[src/rtl/kmkz_div_seq.sv]
// kmkz_div_seq -- multi-cycle radix-2 restoring divider for the Execute stage.
//
// Handles DIV / DIVU / REM / REMU (x_fun_i = 100/101/110/111). A start
// (valid & is_div & !kill in IDLE) captures the operands. PREP then forms
// absolute values and result signs, ITER runs 32 restoring steps, FIX
// applies the signs and selects quotient/remainder, and DONE strobes the
// result for one cycle. A zero divisor can skip ITER (DIV_ZERO_FAST=1).
//
// Parameters:
//   DIV_ZERO_FAST - 1: zero divisor goes PREP->DONE directly
// Ports:
//   clk_i         - clock
//   rst_i         - synchronous reset, active low
//   x_valid_i     - Execute-stage instruction valid
//   x_is_div_i    - instruction is a divide/remainder
//   x_fun_i[2:0]  - 100 DIV, 101 DIVU, 110 REM, 111 REMU
//   x_kill_i      - flush; aborts any operation in flight
//   rs1_i[31:0]   - dividend
//   rs2_i[31:0]   - divisor
//   x_stall_req_o - pipeline stall request (combinational)
//   div_done_o    - one-cycle strobe, div_result_o valid
//   div_result_o  - quotient or remainder, held until overwritten
//   div_busy_o    - FSM not in IDLE
module kmkz_div_seq #(
  parameter bit DIV_ZERO_FAST = 1'b1
) (
  input  logic        clk_i,
  input  logic        rst_i,
  input  logic        x_valid_i,
  input  logic        x_is_div_i,
  input  logic [2:0]  x_fun_i,
  input  logic        x_kill_i,
  input  logic [31:0] rs1_i,
  input  logic [31:0] rs2_i,
  output logic        x_stall_req_o,
  output logic        div_done_o,
  output logic [31:0] div_result_o,
  output logic        div_busy_o
);

  typedef enum logic [2:0] {
    S_IDLE,
    S_PREP,
    S_ITER,
    S_FIX,
    S_DONE
  } state_e;

  state_e      state_q, state_d;
  logic [31:0] op_a_q,  op_a_d;   // original dividend, kept for zero-divisor remainder
  logic [31:0] dvsr_q,  dvsr_d;   // raw divisor until PREP, absolute value afterwards
  logic [1:0]  fun_q,   fun_d;    // [0]=unsigned, [1]=remainder
  logic [31:0] rem_q,   rem_d;
  logic [31:0] quot_q,  quot_d;
  logic [4:0]  cnt_q,   cnt_d;
  logic        q_neg_q, q_neg_d;
  logic        r_neg_q, r_neg_d;
  logic [31:0] result_q, result_d;

  logic        start;
  logic        is_signed;
  logic        a_neg;
  logic        b_neg;
  logic [31:0] a_abs;
  logic [31:0] b_abs;
  logic [32:0] shifted;
  logic [32:0] diff;
  logic [31:0] q_fix;
  logic [31:0] r_fix;

  // fun[2] is always 1 for divide ops; x_is_div_i already qualifies the op.
  logic unused_fun2;
  assign unused_fun2 = x_fun_i[2];

  always_comb begin
    start     = (state_q == S_IDLE) & x_valid_i & x_is_div_i & ~x_kill_i;
    is_signed = ~fun_q[0];
    a_neg     = is_signed & op_a_q[31];
    b_neg     = is_signed & dvsr_q[31];
    a_abs     = a_neg ? (32'd0 - op_a_q) : op_a_q;
    b_abs     = b_neg ? (32'd0 - dvsr_q) : dvsr_q;

    // Partial remainder is kept 33 bits wide: with an unsigned divisor near
    // 2^32 the shifted remainder can exceed 32 bits, and since it is always
    // below 2*divisor the 33-bit difference sign is exact.
    shifted   = {rem_q, quot_q[31]};
    diff      = shifted - {1'b0, dvsr_q};

    q_fix     = q_neg_q ? (32'd0 - quot_q) : quot_q;
    r_fix     = r_neg_q ? (32'd0 - rem_q)  : rem_q;
  end

  always_comb begin
    state_d  = state_q;
    op_a_d   = op_a_q;
    dvsr_d   = dvsr_q;
    fun_d    = fun_q;
    rem_d    = rem_q;
    quot_d   = quot_q;
    cnt_d    = cnt_q;
    q_neg_d  = q_neg_q;
    r_neg_d  = r_neg_q;
    result_d = result_q;

    case (state_q)
      S_IDLE: begin
        if (start) begin
          state_d = S_PREP;
          op_a_d  = rs1_i;
          dvsr_d  = rs2_i;
          fun_d   = x_fun_i[1:0];
        end
      end
      S_PREP: begin
        quot_d  = a_abs;
        rem_d   = '0;
        dvsr_d  = b_abs;
        cnt_d   = '0;
        q_neg_d = (a_neg ^ b_neg) & (dvsr_q != '0);
        r_neg_d = a_neg;
        if (DIV_ZERO_FAST && (dvsr_q == '0)) begin
          state_d  = S_DONE;
          result_d = fun_q[1] ? op_a_q : '1;
        end else begin
          state_d = S_ITER;
        end
      end
      S_ITER: begin
        quot_d = {quot_q[30:0], ~diff[32]};
        rem_d  = diff[32] ? shifted[31:0] : diff[31:0];
        cnt_d  = cnt_q + 5'd1;
        if (cnt_q == 5'd31) begin
          state_d = S_FIX;
        end
      end
      S_FIX: begin
        result_d = fun_q[1] ? r_fix : q_fix;
        state_d  = S_DONE;
      end
      S_DONE: begin
        state_d = S_IDLE;
      end
      default: begin
        state_d = S_IDLE;
      end
    endcase

    // A flush abandons the operation and must not disturb the last result.
    if (x_kill_i) begin
      state_d  = S_IDLE;
      result_d = result_q;
    end
  end

  always_ff @(posedge clk_i) begin
    if (!rst_i) begin
      state_q  <= S_IDLE;
      op_a_q   <= '0;
      dvsr_q   <= '0;
      fun_q    <= '0;
      rem_q    <= '0;
      quot_q   <= '0;
      cnt_q    <= '0;
      q_neg_q  <= 1'b0;
      r_neg_q  <= 1'b0;
      result_q <= '0;
    end else begin
      state_q  <= state_d;
      op_a_q   <= op_a_d;
      dvsr_q   <= dvsr_d;
      fun_q    <= fun_d;
      rem_q    <= rem_d;
      quot_q   <= quot_d;
      cnt_q    <= cnt_d;
      q_neg_q  <= q_neg_d;
      r_neg_q  <= r_neg_d;
      result_q <= result_d;
    end
  end

  // Status outputs are forced low while reset is asserted, even before the
  // reset edge has returned the FSM to IDLE.
  always_comb begin
    x_stall_req_o = rst_i & (start | (state_q == S_PREP) | (state_q == S_ITER) |
                             (state_q == S_FIX));
    div_done_o    = rst_i & (state_q == S_DONE);
    div_busy_o    = rst_i & (state_q != S_IDLE);
    div_result_o  = result_q;
  end

endmodule
[config.mk]
export PLATFORM = sky130hd
export DESIGN_NAME = kmkz_div_seq
export DESIGN_NICKNAME = d
export VERILOG_FILES = /design/src/rtl/kmkz_div_seq.sv
export SDC_FILE = /design/constraint.sdc
export NUM_CORES = 1
export LEC_CHECK = 0
export CORE_UTILIZATION = 45
export DETAILED_ROUTE_END_ITERATION = 8
export HOLD_SLACK_MARGIN = 0.06
export PLACE_DENSITY = 0.66
export SLEW_MARGIN = 20
export SYNTH_ARGS = -nofsm -noshare
export SYNTH_HDL_FRONTEND = slang
export SYNTH_SLANG_ARGS = --single-unit
[constraint.sdc]
create_clock -name clk_i -period 6.2 [get_ports clk_i]
set_clock_uncertainty 0.2 [all_clocks]
set_input_delay 1.24 -clock clk_i [delete_from_list [all_inputs] [get_ports clk_i]]
set_output_delay 1.24 -clock clk_i [all_outputs]
set_load 0.01 [all_outputs]
; Word level (Yosys, flattened, before mapping)
; Cells that the tools add are included.
; W data, S select, Z words.
[op_classes]
addsub = 6
n_eq_ne = 9
mux = 18
bitwise_logic = 17
n_reduce_logical = 12
[ops]
columns = operator, n
row1 = $mux W32, 9
row2 = $pmux W32 S2, 4
row3 = $sub A1 B32 Y32 const A, 4
row4 = $sub A33 B32 Y33, 1
row5 = $logic_not A32 Y1, 1
row6 = $reduce_bool A32 Y1, 1
row7 = $pmux W3 S4, 1
row8 = $pmux W5 S2, 1
row9 = $and A1 B1 Y1, 9
row10 = $mux W3, 3
row11 = $ne A2 B2 Y1 const B, 4
row12 = $eq A3 B2 Y1 const B, 2
row13 = $reduce_and A3 Y1, 2
row14 = $reduce_bool A2 Y1, 3
row15 = $add A5 B1 Y5 const B, 1
row16 = $eq A5 B5 Y1 const B, 1
row17 = $not A1 Y1, 4
row18 = $reduce_and A2 Y1, 2
row19 = $eq A3 B1 Y1 const B, 1
row20 = $eq A3 B3 Y1 const B, 1
row21 = $logic_not A3 Y1, 1
row22 = $or A1 B1 Y1, 3
row23 = $reduce_bool A3 Y1, 1
row24 = $reduce_or A2 Y1, 1
row25 = $xor A1 B1 Y1, 1
[word_totals]
ff_bits = 172
inputBits = 72
output_inout_bits = 35
word_cells = 72

; Logic depth before layout (Yosys ltp)
[depth]
depth_word = 8
mapped_depth = 13
ltp_nobuf = 12

; Worst setup path after synthesis
; Ideal clock, no wire load.
[synth_timing]
kind = input port to output port
startpoint = input port rst_i
endpoint = output port div_busy_o
arrival_ns = 2.255
required_ns = 4.760
setup_slack_ns = 2.505
stages = 5
n_path_buf = 3
path_cell_list = inv_1 > clkbuf_1 > clkbuf_1 > buf_1 > nor2_1
[synth_between]
elab_chain_len = 1
[synth_rtl]
columns = item, line_no
row1 = start: declaration, 28  ; input logic rst_i,
row2 = $and A1 B1 Y1, 187  ; div_busy_o = rst_i & (state_q != S_IDLE);
row3 = end: declaration, 38  ; output logic div_busy_o
; No other way between the ends.

; Worst setup path after layout
[layout_timing]
startpoint = input port rst_i
endpoint = output port div_done_o
[layout_between]
elab_chain_len = 1
[layout_rtl]
columns = item, line_no
row1 = $and A1 B1 Y1, 186  ; div_done_o = rst_i & (state_q == S_DONE);
row2 = end: declaration, 36  ; output logic div_done_o,
; No other way between the ends.

==> flow_summary.rst <==
.. list-table::
   :header-rows: 1

   * - Metric
     - Value
   * - Number of gates resized after CTS
     - 0
   * - Die span in x
     - 163 um
   * - Proportion of register bits with asynchronous set or reset after synthesis
     - 0
   * - Peak ir drop on the vdd network
     - 156 uV
   * - Iter 0 DRT Violations
     - 1205
   * - Slowest stage cell, crit path
     - clkdlybuf4s50_1
   * - Commonest cells after routing, fill and taps aside
     - nand2_1 (237), a21oi_1 (198), dfxtp_1 (172)
   * - Cells along the critical path
     - clkdlybuf4s50_1, buf_4, nand2_1, nor3_1, clkdlybuf4s50_1
   * - Fin area
     - 0.0134 sq mm
   * - Setup repair after global routing missed its margin
     - no
   * - Drt total wl
     - 37.2 mm
   * - Worst max-slew margin expressed relative to the limit
     - 0.233
   * - TritonCTS clock tree
     - built
   * - GRT Util Overall
     - 0.281
   * - Cell occurring most often along the worst timing path
     - clkdlybuf4s50_1
   * - R2R setup slack
     - 1.64 ns
   * - Total congestion overflow
     - 0
   * - Number of buffers added by the clock tree synthesis step
     - 17
   * - Ratio of cells with drive above 1 in the final layout
     - 0.0476
   * - Setup total negative slack
     - 0 ns
   * - Largest buffer count on any clock path
     - 2
   * - Startpoint-to-endpoint class of the critical path
     - input port to output port
   * - HP Start
     - div_result_o[14]
   * - Post-synthesis cell type count
     - 71
   * - Number of sinks driven by the clock tree
     - 172
   * - Post-synthesis sequential element count
     - 172
   * - Mean routed wirelength per cell
     - 18.9 um
   * - Post-CTS Repair Setup Buffers
     - 0
   * - Diodes inserted
     - 0
   * - Final Hold Slack
     - 0.256 ns
   * - Instance count of the mapped netlist
     - 1608
   * - Clock root buffer
     - clkbuf_16
   * - Worst-path fanout max
     - 12
   * - Worst Reg2Reg Path Length in Cells
     - 13
   * - Count of H-tree levels built during CTS
     - 4
   * - Number of vias after detailed routing
     - 12000
   * - Fillcell total
     - 2524
   * - Number of enable-type register cells in the synthesized netlist
     - 0
   * - Most frequent standard cell in the layout excluding fill and tap cells
     - nand2_1
   * - Max cap viols
     - 0
   * - Starting density of the core
     - 0.459
   * - Synth Flop Type
     - dfxtp_1
   * - Core area
     - 0.0253 sq mm
   * - Count of final setup violators
     - 0
   * - Min cycle time layout
     - 4.62 ns
   * - Critical Path Start Type
     - input port
   * - Post-CTS clock slew at the launch and capture registers of the worst setup and hold paths
     - 0.07 ns
   * - Power density relative to cell area
     - 208 mW/mm^2
   * - End point of the most critical hold path
     - div_result_o[14]
   * - Synthesized area per cell
     - 7.21 sq um
   * - Total number of yosys warnings
     - 0
   * - Cell area after technology mapping
     - 0.0116 sq mm
   * - Mean number of vias per cell
     - 6.07
   * - Leakage power figure
     - 5.13 nW
   * - GPL Wtd Cong
     - 0.931
   * - Sort of element at the end of the critical path
     - output port
   * - Pin count of the biggest net entering global routing
     - 66
   * - Required time worst endpoint
     - 4.76 ns
   * - Vias in the first global route
     - 10600
   * - Placed cell count
     - 1938
   * - Half-perimeter wire length after detailed placement
     - 26.8 mm
   * - Overall die area
     - 0.0264 sq mm
   * - Final Cycle Share
     - 0.746
   * - Hold_buf cts
     - 0
   * - Instance count along the most critical hold path
     - 2
   * - Area added between synthesis and finish
     - 15.6%
   * - Count of final hold-check violations
     - 0
   * - Number of nets in the synthesized netlist
     - 1719
   * - First-pass detailed-route iteration total
     - 6
   * - Global-route wire length before repair
     - 58.2 mm
   * - Portion of the post-synthesis area used by sequential elements
     - 0.297
   * - Hold crit path type
     - register to register
   * - Post-route DRC violation count
     - 0
   * - Port bufs
     - 105
   * - Worst-Margin Slew
     - 1.15 ns
   * - IO Count
     - 107
   * - Final max-slew violation count
     - 0
   * - Number of antenna violations at the first check in global routing
     - 0
   * - Capture point of the worst reg-to-reg path
     - rem_q[0]
   * - Largest incremental delay on the critical path
     - 0.82 ns
   * - Post-DRT Antenna Nets
     - 0
   * - Endpoint arrival time on the critical path
     - 3.18 ns
   * - Outcome
     - completed
   * - Cell area after placement
     - 0.0128 sq mm
   * - Final Non-Filler Cells
     - 1970
   * - Highest Clock Rate
     - 216 MHz
   * - Total Nets Final
     - 1738
   * - Launch instance of the worst register-to-register path
     - quot_q[31]
   * - Die span in y
     - 163 um
   * - Later-pin clock latency in the skew report
     - 0.45 ns
   * - Standard-cell row count
     - 58
-- area by class of cell --
type / instances / area, sq um / area share
clock buffer: 18 / 429 / 0.0320
clock inverter: 14 / 198 / 0.0147
inverter: 49 / 186 / 0.0139
multi-input combinational: 1263 / 7540 / 0.563
sequential: 172 / 3440 / 0.257
tap: 330 / 413 / 0.0308
timing repair buffer: 124 / 1190 / 0.0890
-- metrics by stage --
stage	power (mW)	util	worst slack, ns
2_1_floorplan	1.50	-	2.50
3_5_place_dp	1.66	0.506	1.59
3_3_place_gp	1.65	0.506	1.61
6_report	2.79	0.531	1.58
5_1_grt	2.88	0.531	1.29
4_1_cts	2.79	0.531	1.58
-- where the power goes --
| part | switching (mW) | internal, mW |
|---|---|---|
| logic | 0.294 | 0.194 |
| registers | 0.0300 | 1.12 |
| clock network | 0.528 | 0.620 |
-- routing by layer --
| metal | routed length [um] | share of wire | global-route usage | vias up |
|---|---|---|---|---|
| met2 | 15900 | 0.43 | 0.417 | 476 |
| met3 | 3020 | 0.081 | 0.0476 | 46 |
| li1 | - | - | - | 5817 |
| met4 | 620 | 0.017 | 0.0701 | 0 |
| met1 | 17800 | 0.48 | 0.415 | 5616 |
| met5 | 0 | 0 | 0 | - |
-- sequential cells by signal, indices dropped and copies added (netlist names) --
register      count
div_result_o     32
dvsr_q           32
op_a_q           32
quot_q           32
rem_q            32
cnt_q             5
state_q           3
fun_q             2
q_neg_q           1
r_neg_q           1
-- critical path: cells and delay by family --
kind	cells	cell delay, ns
buffers and inverters	3	1.70
and+or+nand+nor	2	0.24
-- worst max path at each step --
stage / slack (ns) / depth (start not counted) / from / end
5_1_grt: 1.29 / 13 / quot_q[31] / rem_q[13]
3_3_place_gp: 1.61 / 5 / rst_i / div_done_o
3_5_place_dp: 1.59 / 5 / rst_i / div_done_o
6_report: 1.58 / 5 / rst_i / div_done_o
2_1_floorplan: 2.50 / 5 / rst_i / div_busy_o
4_1_cts: 1.58 / 5 / rst_i / div_done_o
-- cell usage after synthesis, types with 4 or more instances --
cell / n / area share
nand2_1: 237 / 0.077
a21oi_1: 198 / 0.085
dfxtp_1: 172 / 0.30
nor2_1: 125 / 0.040
clkbuf_1: 111 / 0.036
o21ai_0: 98 / 0.042
nand3_1: 73 / 0.031
xor2_1: 69 / 0.052
inv_1: 49 / 0.016
xnor2_1: 44 / 0.033
a22oi_1: 43 / 0.028
ha_1: 38 / 0.041
nor3_1: 33 / 0.014
o31ai_1: 30 / 0.019
nor4_1: 18 / 0.0097
a221oi_1: 17 / 0.013
o41ai_1: 16 / 0.012
nand2b_1: 14 / 0.0076
a21o_1: 13 / 0.0084
or3_1: 13 / 0.0070
or4_1: 13 / 0.0084
a32oi_1: 12 / 0.0091
nand4_1: 12 / 0.0065
and2_1: 11 / 0.0059
a211oi_1: 10 / 0.0065
and3_1: 10 / 0.0054
o211ai_1: 10 / 0.0065
a31oi_1: 9 / 0.0049
buf_1: 8 / 0.0026
nor2b_1: 8 / 0.0043
o22ai_1: 8 / 0.0043
o21a_1: 7 / 0.0045
mux2i_1: 5 / 0.0043
o221ai_1: 5 / 0.0038
o311ai_0: 5 / 0.0038
or2_2: 5 / 0.0027
nand3b_1: 4 / 0.0026
nand4b_1: 4 / 0.0030
-- kinds of logic after synthesis --
| logic type | Yosys count | synth area share |
|---|---|---|
| simple gates | 595 | 0.239 |
| compound gates | 511 | 0.275 |
| buf+inv | 173 | 0.0573 |
| flops | 172 | 0.297 |
| xor+xnor | 113 | 0.0853 |
| fa+ha+maj | 39 | 0.0427 |
| mux | 5 | 0.00432 |
No activity file was read; power rests on OpenSTA's default activity.
